===== config.mk =====
export PLATFORM = sky130hd
export DESIGN_NAME = twiddle_gen
export DESIGN_NICKNAME = d
export VERILOG_FILES = /design/src/rtl/twiddle_gen_pkg.sv /design/src/rtl/twiddle_qrom.sv /design/src/rtl/twiddle_gen.sv
export SDC_FILE = /design/constraint.sdc
export NUM_CORES = 1
export LEC_CHECK = 0
export CORE_ASPECT_RATIO = 0.9
export CORE_MARGIN = 3
export CORE_UTILIZATION = 55
export DETAILED_ROUTE_END_ITERATION = 8
export PLACE_DENSITY_LB_ADDON = 0.3
export SYNTH_ARGS = -nofsm -noshare
export SYNTH_HDL_FRONTEND = slang
export SYNTH_HIERARCHICAL = 1
export SYNTH_SLANG_ARGS = --single-unit

===== constraint.sdc =====
create_clock -name clk -period 3 [get_ports clk]
set_input_delay 0.45 -clock clk [delete_from_list [all_inputs] [get_ports clk]]
set_output_delay 0.45 -clock clk [all_outputs]
set_load 0.005 [all_outputs]

===== src/rtl/twiddle_gen_pkg.sv =====
// Shared FFT parameters and elaboration-time helpers for the twiddle generator.
// The FFT_* defaults are the values the butterfly and controller also import.
package twiddle_gen_pkg;

  localparam int FFT_N_POINTS = 32;
  localparam int FFT_DW       = 8;
  localparam int FFT_FRAC     = 6;

  localparam real TW_PI = 3.14159265358979323846;

  typedef enum logic {
    SEQ_IDLE = 1'b0,
    SEQ_RUN  = 1'b1
  } seq_state_t;

  // Quarter-wave cosine entry, rounded half away from zero; elaboration use only.
  function automatic int qcos(input int m, input int n, input int frac);
    real x;
    x = $cos(2.0 * TW_PI * real'(m) / real'(n)) * real'(1 << frac);
    if (x >= 0.0) return $rtoi(x + 0.5);
    return -$rtoi(0.5 - x);
  endfunction

endpackage


===== src/rtl/twiddle_qrom.sv =====
// Dual-read registered quarter-wave cosine ROM, N/4+1 entries filled at elaboration.
module twiddle_qrom
  import twiddle_gen_pkg::*;
#(
  parameter int N_POINTS = FFT_N_POINTS,
  parameter int DW       = FFT_DW,
  parameter int FRAC     = FFT_FRAC,
  localparam int QAW     = $clog2(N_POINTS) - 1
) (
  input  logic                 clk,
  input  logic                 en,
  input  logic [QAW-1:0]       addr_a,
  input  logic [QAW-1:0]       addr_b,
  output logic signed [DW-1:0] data_a,
  output logic signed [DW-1:0] data_b
);

  localparam int DEPTH = N_POINTS / 4 + 1;

  logic signed [DW-1:0] rom [DEPTH];

  for (genvar g = 0; g < DEPTH; g++) begin : g_rom
    localparam int CV = qcos(g, N_POINTS, FRAC);
    assign rom[g] = DW'(CV);
  end

  always_ff @(posedge clk) begin
    if (en) begin
      data_a <= rom[addr_a];
      data_b <= rom[addr_b];
    end
  end

endmodule


===== src/rtl/twiddle_gen.sv =====
// FFT twiddle factor generator: single lookups or strided auto-sequences,
// three-register pipeline (request, ROM, fold) with a global hold.
module twiddle_gen
  import twiddle_gen_pkg::*;
#(
  parameter int N_POINTS = FFT_N_POINTS,
  parameter int DW       = FFT_DW,
  parameter int FRAC     = FFT_FRAC,
  localparam int AW      = $clog2(N_POINTS)
) (
  input  logic                 clk,
  input  logic                 rst,
  input  logic                 hold,
  input  logic                 in_valid,
  input  logic [AW-1:0]        in_addr,
  input  logic                 inv,
  input  logic                 seq_start,
  input  logic [AW-1:0]        seq_stride,
  input  logic [AW:0]          seq_count,
  output logic                 busy,
  output logic                 out_valid,
  output logic                 out_last,
  output logic signed [DW-1:0] tw_real,
  output logic signed [DW-1:0] tw_imag
);

  localparam int QAW = AW - 1;
  localparam logic [QAW-1:0] QTR = QAW'(N_POINTS / 4);

  if (FRAC > DW - 2) begin : g_bad_frac
    $error("twiddle_gen: FRAC must not exceed DW-2");
  end
  if (N_POINTS < 8 || N_POINTS > 1024 || (N_POINTS & (N_POINTS - 1)) != 0) begin : g_bad_n
    $error("twiddle_gen: N_POINTS must be a power of two in 8..1024");
  end

  seq_state_t           state;
  logic [AW-1:0]        seq_k;
  logic [AW-1:0]        seq_step;
  logic [AW:0]          seq_left;
  logic                 seq_inv;

  logic                 req_valid;
  logic [AW-1:0]        req_k;
  logic                 req_inv;
  logic                 req_last;

  logic                 s1_valid;
  logic [1:0]           s1_q;
  logic                 s1_inv;
  logic                 s1_last;

  logic [QAW-1:0]       rom_addr_a;
  logic [QAW-1:0]       rom_addr_b;
  logic signed [DW-1:0] c_r;
  logic signed [DW-1:0] c_nr;
  logic signed [DW-1:0] re_nxt;
  logic signed [DW-1:0] im_raw;
  logic signed [DW-1:0] im_nxt;

  logic                 accept_single;
  logic                 seq_go;

  assign accept_single = in_valid && !busy && !hold && !seq_start;
  assign seq_go        = seq_start && !busy && !hold && (seq_count != '0);

  // Sequencer and request register share one block so a sequence step and a
  // single lookup can never both load the request stage.
  always_ff @(posedge clk) begin
    if (rst) begin
      state     <= SEQ_IDLE;
      busy      <= 1'b0;
      seq_k     <= '0;
      seq_step  <= '0;
      seq_left  <= '0;
      seq_inv   <= 1'b0;
      req_valid <= 1'b0;
      req_k     <= '0;
      req_inv   <= 1'b0;
      req_last  <= 1'b0;
    end else if (!hold) begin
      req_valid <= 1'b0;
      req_last  <= 1'b0;
      case (state)
        SEQ_IDLE: begin
          if (seq_go) begin
            state    <= SEQ_RUN;
            busy     <= 1'b1;
            seq_k    <= '0;
            seq_step <= seq_stride;
            seq_left <= seq_count;
            seq_inv  <= inv;
          end else if (accept_single) begin
            req_valid <= 1'b1;
            req_k     <= in_addr;
            req_inv   <= inv;
          end
        end
        SEQ_RUN: begin
          req_valid <= 1'b1;
          req_k     <= seq_k;
          req_inv   <= seq_inv;
          req_last  <= (seq_left == {{AW{1'b0}}, 1'b1});
          seq_k     <= seq_k + seq_step;
          seq_left  <= seq_left - 1'b1;
          if (seq_left == {{AW{1'b0}}, 1'b1}) begin
            state <= SEQ_IDLE;
            busy  <= 1'b0;
          end
        end
        default: begin
          state <= SEQ_IDLE;
          busy  <= 1'b0;
        end
      endcase
    end
  end

  assign rom_addr_a = {1'b0, req_k[AW-3:0]};
  assign rom_addr_b = QTR - rom_addr_a;

  twiddle_qrom #(
    .N_POINTS (N_POINTS),
    .DW       (DW),
    .FRAC     (FRAC)
  ) u_qrom (
    .clk    (clk),
    .en     (!hold),
    .addr_a (rom_addr_a),
    .addr_b (rom_addr_b),
    .data_a (c_r),
    .data_b (c_nr)
  );

  always_ff @(posedge clk) begin
    if (rst) begin
      s1_valid <= 1'b0;
      s1_q     <= '0;
      s1_inv   <= 1'b0;
      s1_last  <= 1'b0;
    end else if (!hold) begin
      s1_valid <= req_valid;
      s1_q     <= req_k[AW-1:AW-2];
      s1_inv   <= req_inv;
      s1_last  <= req_last;
    end
  end

  // Quadrant fold: c_r = C[r], c_nr = C[N/4-r].
  always_comb begin
    re_nxt = c_r;
    im_raw = -c_nr;
    case (s1_q)
      2'd0: begin re_nxt = c_r;   im_raw = -c_nr; end
      2'd1: begin re_nxt = -c_nr; im_raw = -c_r;  end
      2'd2: begin re_nxt = -c_r;  im_raw = c_nr;  end
      default: begin re_nxt = c_nr; im_raw = c_r; end
    endcase
    im_nxt = s1_inv ? -im_raw : im_raw;
  end

  always_ff @(posedge clk) begin
    if (rst) begin
      out_valid <= 1'b0;
      out_last  <= 1'b0;
      tw_real   <= '0;
      tw_imag   <= '0;
    end else if (!hold) begin
      out_valid <= s1_valid;
      out_last  <= s1_valid && s1_last;
      if (s1_valid) begin
        tw_real <= re_nxt;
        tw_imag <= im_nxt;
      end
    end
  end

endmodule


Word-level counts from Yosys, hierarchy flattened
Memory sizes are Yosys's and may differ from the RTL's. A register that Yosys moved wholly into a read port is not among the register bits. Cells that the tools add are included.

$add $sub $neg: 6. Equal/unequal tests: 7. Multiplexer cells: 23. Bitwise gates (word level): 4. Reductions and logical operators: 19.

Operators by type and width (count): $pmux 8 s3 (2); $neg 8->8 (3); $pmux 5 s2 (2); $mux 5 (3); $pmux 6 s2 (1); $mux 1 (9); $reduce_and 3->1 (3); $mux 8 (1); $pmux 1 s2 (4); $logic_and 1x1->1 (7); $eq 6x1->1 const B (1); $mux 6 (1); $ne 2x2->1 const B (3); $reduce_bool 6->1 (1); $sub 6x1->6 const B (1); $add 5x5->5 (1); $logic_not 1->1 (5); $not 3->5 (1); $not 4->5 (1); $reduce_and 2->1 (2); $sub 4x3->4 const A (1); $eq 2x1->1 const B (1); $eq 2x2->1 const B (1); $logic_not 2->1 (1); 2 further kinds (3).

Register bits after elaboration: 50. Memory bits (read-only): 256. Output and inout bits: 19. Logic and storage cells: 79. Memories: 2.

Memories: (no name shown) (depth 16, bits a word 8, read ports 1, clocked after memory_dff 1, wr ports 0, line twiddle_qrom.sv:30) `data_b <= rom[addr_b];`; (no name shown) (depth 16, bits a word 8, read ports 1, clocked after memory_dff 1, wr ports 0, line twiddle_qrom.sv:29) `data_a <= rom[addr_a];`.

Logic depth before layout (Yosys ltp)
Depth in word-level cells: 7. Mapped depth: 10. Gate-level depth less buffers: 10.

By module
Netlist, hierarchy kept.

Modules (own cells, without submodules): twiddle_gen (times used 1, cells each 384, area an instance 3079.2 sq um, sequential area each 1001.0 sq um); twiddle_qrom (times used 1, cells each 58, area an instance 782.0 sq um, sequential area each 420.4 sq um).

Least setup slack after synthesis
OpenSTA, ideal clock, no wires.

Path kind: register to register. Start: reg u_qrom.data_b[0]. End: reg tw_imag[7]. Library setup time: 0.127 ns. Arrival time: 2.170 ns. Required time: 2.873 ns. Path slack: 0.703 ns. Cell stages (with the launch flop): 9. Period minus slack after synthesis: 2.297 ns. Cells stage by stage: edfxtp_1 -> inv_1 -> ha_1 -> or3b_1 -> a2111oi_1 -> a31oi_2 -> nor3_1 -> a311o_1 -> o211ai_1.

Longest elaborated chain between the ends: 4.

RTL lines: start, declared (line twiddle_qrom.sv:15) `output logic signed [DW-1:0] data_b`; $neg 8->8 (line twiddle_gen.sv:154) `2'd0: begin re_nxt = c_r; im_raw = -c_nr; end`; $pmux 8 s3 (*) (line twiddle_gen.sv:153) `case (s1_q)`; $neg 8->8 (line twiddle_gen.sv:159) `im_nxt = s1_inv ? -im_raw : im_raw;`; $mux 8 (*) (line twiddle_gen.sv:159); end signal, assigned (line twiddle_gen.sv:173) `tw_imag <= im_nxt;`; end, declared (line twiddle_gen.sv:24) `output logic signed [DW-1:0] tw_imag`.

Mark *: on every way between the ends. The rest lies on a longest branch, timed or not. A chain may end at the register's enable or synchronous reset.

Final worst setup path
Start: reg u_qrom.data_b[1]. End: reg tw_imag[7].

Same word-level chain as after synthesis.

==> results.toml <==
[critical_path]
r2r_cells = 8
critPathLaunch = "u_qrom/data_b[1]"
crit_path_max_fanout = 7
path_class = "register to register"
r2r_slack_ns = 0.45
r2r_end = "tw_imag[7]"
endpoint_kind = "register"
r2r-start = "u_qrom/data_b[1]"
critPathLaunchType = "register"
arrival_ns = 2.79
worstPathRequired_ns = 3.23

[clock_network]
ctsHoldBuffers = 0
clk_latency_ns = 0.35
numCtsBuffers = 9
cts-htree-levels = 3
cts.repair.resized = 0
clk_path_buf_depth = 2
cts.sinks = 64
clockRootBuffer = "clkbuf_8"
clk_pin_slew_worst_paths_ns = 0.07
cts_tree = "built"
post_cts_buffers = 0

[global_route]
grt_pass1_vias = 3280
track_usage_pct = 23.1
grt_pass1_wl_microns = 14700
grt_max_degree = 53
met3_usage_pct = 5.50
use_met2_pct = 40.0
top_usage_layer = "met2"
gr-total-overflow = 0
antenna_found_initial = 0
use_met1_pct = 27.6

[place]
portBuffers = 40
gp_congestion = 0.900
dpl.hpwl_microns = 6110
placed_cells = 561

[power_and_ir_drop]
irDropWorstVdd_mv = 0.348
power_density_nw_per_um2 = 514
p_leak_nw = 1.65

[floorplan]
dieArea_sq_um = 8060
rows = 28
die_x_microns = 94.3
coreArea_sq_um = 6690
die_h_microns = 85.5
ioPinCount = 41
start_util_pct = 57.7

[sta]
final.setup.tns_ns = 0
report.final.slew_viol_count = 0
period_needed_ns = 2.55
maxSlewHeadroom_pct = 38.2
timing.final.crit_share_pct = 85.1
tightest_slew_ns = 0.926
finClkSkew_ns = 0.00764
setup_viol_count_final = 0
final_hold_viol_count = 0
fmax_mhz = 391
rsz0062_at_grt = "false"

[run_status]
status = "completed"

[route]
wire_per_inst_microns = 14.8
drt_first_iter_violations = 190
drt_pass1_iterations = 4
drc_errors = 0
num_vias = 3326
via_per_inst = 5.76
wl_microns = 8550
ant_nets = 0

[synthesis]
synthFlopType = "dfxtp_1"
synth_edf_count = 14
ys_ff_latch = 64
synth_top_family_by_area = "compound AO/OA/AOI/OAI gates"
yosys.area_share.simple_pct = 20.5
yosysUniqueCellTypes = 67
avgSynthCellArea_sq_um = 8.74
synth-xor-area-share_pct = 2.04
yosysSeqAreaShare_pct = 36.8
synthAdderAreaFrac_pct = 6.35
synth_compound_area_share_pct = 22.4
synth_mux_area_share_pct = 6.16
synth.cell_area_sq_um = 3860
ys_warn_count = 6
netlist_instances = 442
ys_async_sr_fraction_pct = 0

[hold_path]
worstHoldEndpoint = "tw_real[6]"
hold_class = "register to register"
min-delay-start = "tw_real[6]"
whs_path_depth = 2

[final_layout]
final_cells = 577
layout-drive-gt1-share_pct = 9.86
area_growth_pct = 18.2
fin_nets = 523
diodes = 0

[run]
maxCapViolations = 0
[area by class of cell]
| type | count | area [sq um] |
|---|---|---|
| clock inverters | 3 | 43.8 |
| clock buffers | 13 | 191 |
| multi-input cells | 337 | 2250 |
| flip-flops and latches | 64 | 1420 |
| well taps | 90 | 113 |
| repair buffers | 50 | 470 |
| inverters | 20 | 75.1 |
| fillers | 523 | 2130 |
[Yosys cell counts, drive strengths merged (7+ instances only)]
library cell  count  area share, %
a211oi           18            3.9
a21oi            36            5.1
a22oi             8            1.6
buf              13            2.2
clkbuf           15            1.5
dfxtp            50             26
edfxtp           14             11
ha               18            5.8
inv              20            1.9
mux2i            17            4.4
nand2            43            4.2
nand2b            7            1.3
nor2             51            5.0
nor2b             7            1.2
nor3             14            2.1
o21ai            18            2.3
or3               9            1.6
[metrics by stage]
step	hold slack (ns)	power, mW	setup slack (ns)	instance area [sq um]	utilization [%]
after floorplan	0.436	1.39	0.703	3890	-
after global placement	0.441	1.49	0.577	4330	64.7
after detailed placement	0.447	1.52	0.467	4330	64.7
after CTS	0.456	2.36	0.453	4570	68.2
after global routing	0.483	2.47	0.239	4570	68.2
final	0.453	2.35	0.446	4570	68.2
[placed cells by master, fill, tap and decap left out, types with 6 or more instances in the layout]
cell type and count:
edfxtp_1 14, buf_4 10, dfxtp_1 50, ha_1 18
clkdlybuf4s50_1 39, nand3_1 6, nand2b_1 6, nor3_1 12
o211ai_1 6, a22oi_1 8, a21oi_1 32, o21ai_0 16
a211oi_1 15, mux2i_1 17, inv_1 20, nor2b_1 6
nor2_1 51, clkbuf_8 10, nand2_1 43, or3_1 8
conb_1 9
[routing by layer]
metal  wire length, microns  part of all wire (%)  up-vias
met3                    484                   5.7       17
met2                   4260                    50      105
met1                   3620                    42     1532
met5                      0                     0        -
met4                    187                   2.2        0
li1                       -                     -     1672
[power by group]
| part | internal [mW] | switching [mW] |
|---|---|---|
| clock | 0.508 | 0.335 |
| sequential | 0.939 | 0.0700 |
| combinational | 0.222 | 0.274 |
| total | 1.67 | 0.679 |
[critical path, cell delays in order (launching register included)]
cell,delay (ns)
edfxtp_1,0.48
inv_1,0.10
ha_1,0.21
or3b_1,0.41
a2111oi_1,0.41
a31oi_2,0.12
nor3_1,0.40
a311o_1,0.24
o211ai_1,0.08
[sequential cells by signal, indices dropped and copies added, names as in the netlist, 2 cells and up]
name / flops
seq_left: 6
req_k: 5
tw_imag: 8
seq_step: 5
seq_k: 5
u_qrom/data_a: 7
s1_q: 2
tw_real: 8
u_qrom/data_b: 7
[worst max path at each step]
| stage | cells after the start | slack [ns] | to |
|---|---|---|---|
| 2_1_floorplan | 8 | 0.70 | tw_imag[7] |
| 3_3_place_gp | 8 | 0.58 | tw_imag[7] |
| 3_5_place_dp | 8 | 0.47 | tw_imag[7] |
| 4_1_cts | 8 | 0.45 | tw_imag[7] |
| 5_1_grt | 8 | 0.24 | tw_imag[7] |
| 6_report | 8 | 0.45 | tw_imag[7] |
[logic make-up (layout without fill, tap and decap cells)]
| logic type | count (synthesis) | count (layout) |
|---|---|---|
| xor gates and xnor gates | 9 | 9 |
| other | 2 | 9 |
| muxes | 21 | 21 |
| AOI/OAI and AO/OA | 119 | 119 |
| and+or+nand+nor | 160 | 160 |
| buffers and inverters | 48 | 86 |
| adders and majority gates | 19 | 19 |
| DFF | 64 | 64 |
Power figures use the tool's default switching activity.
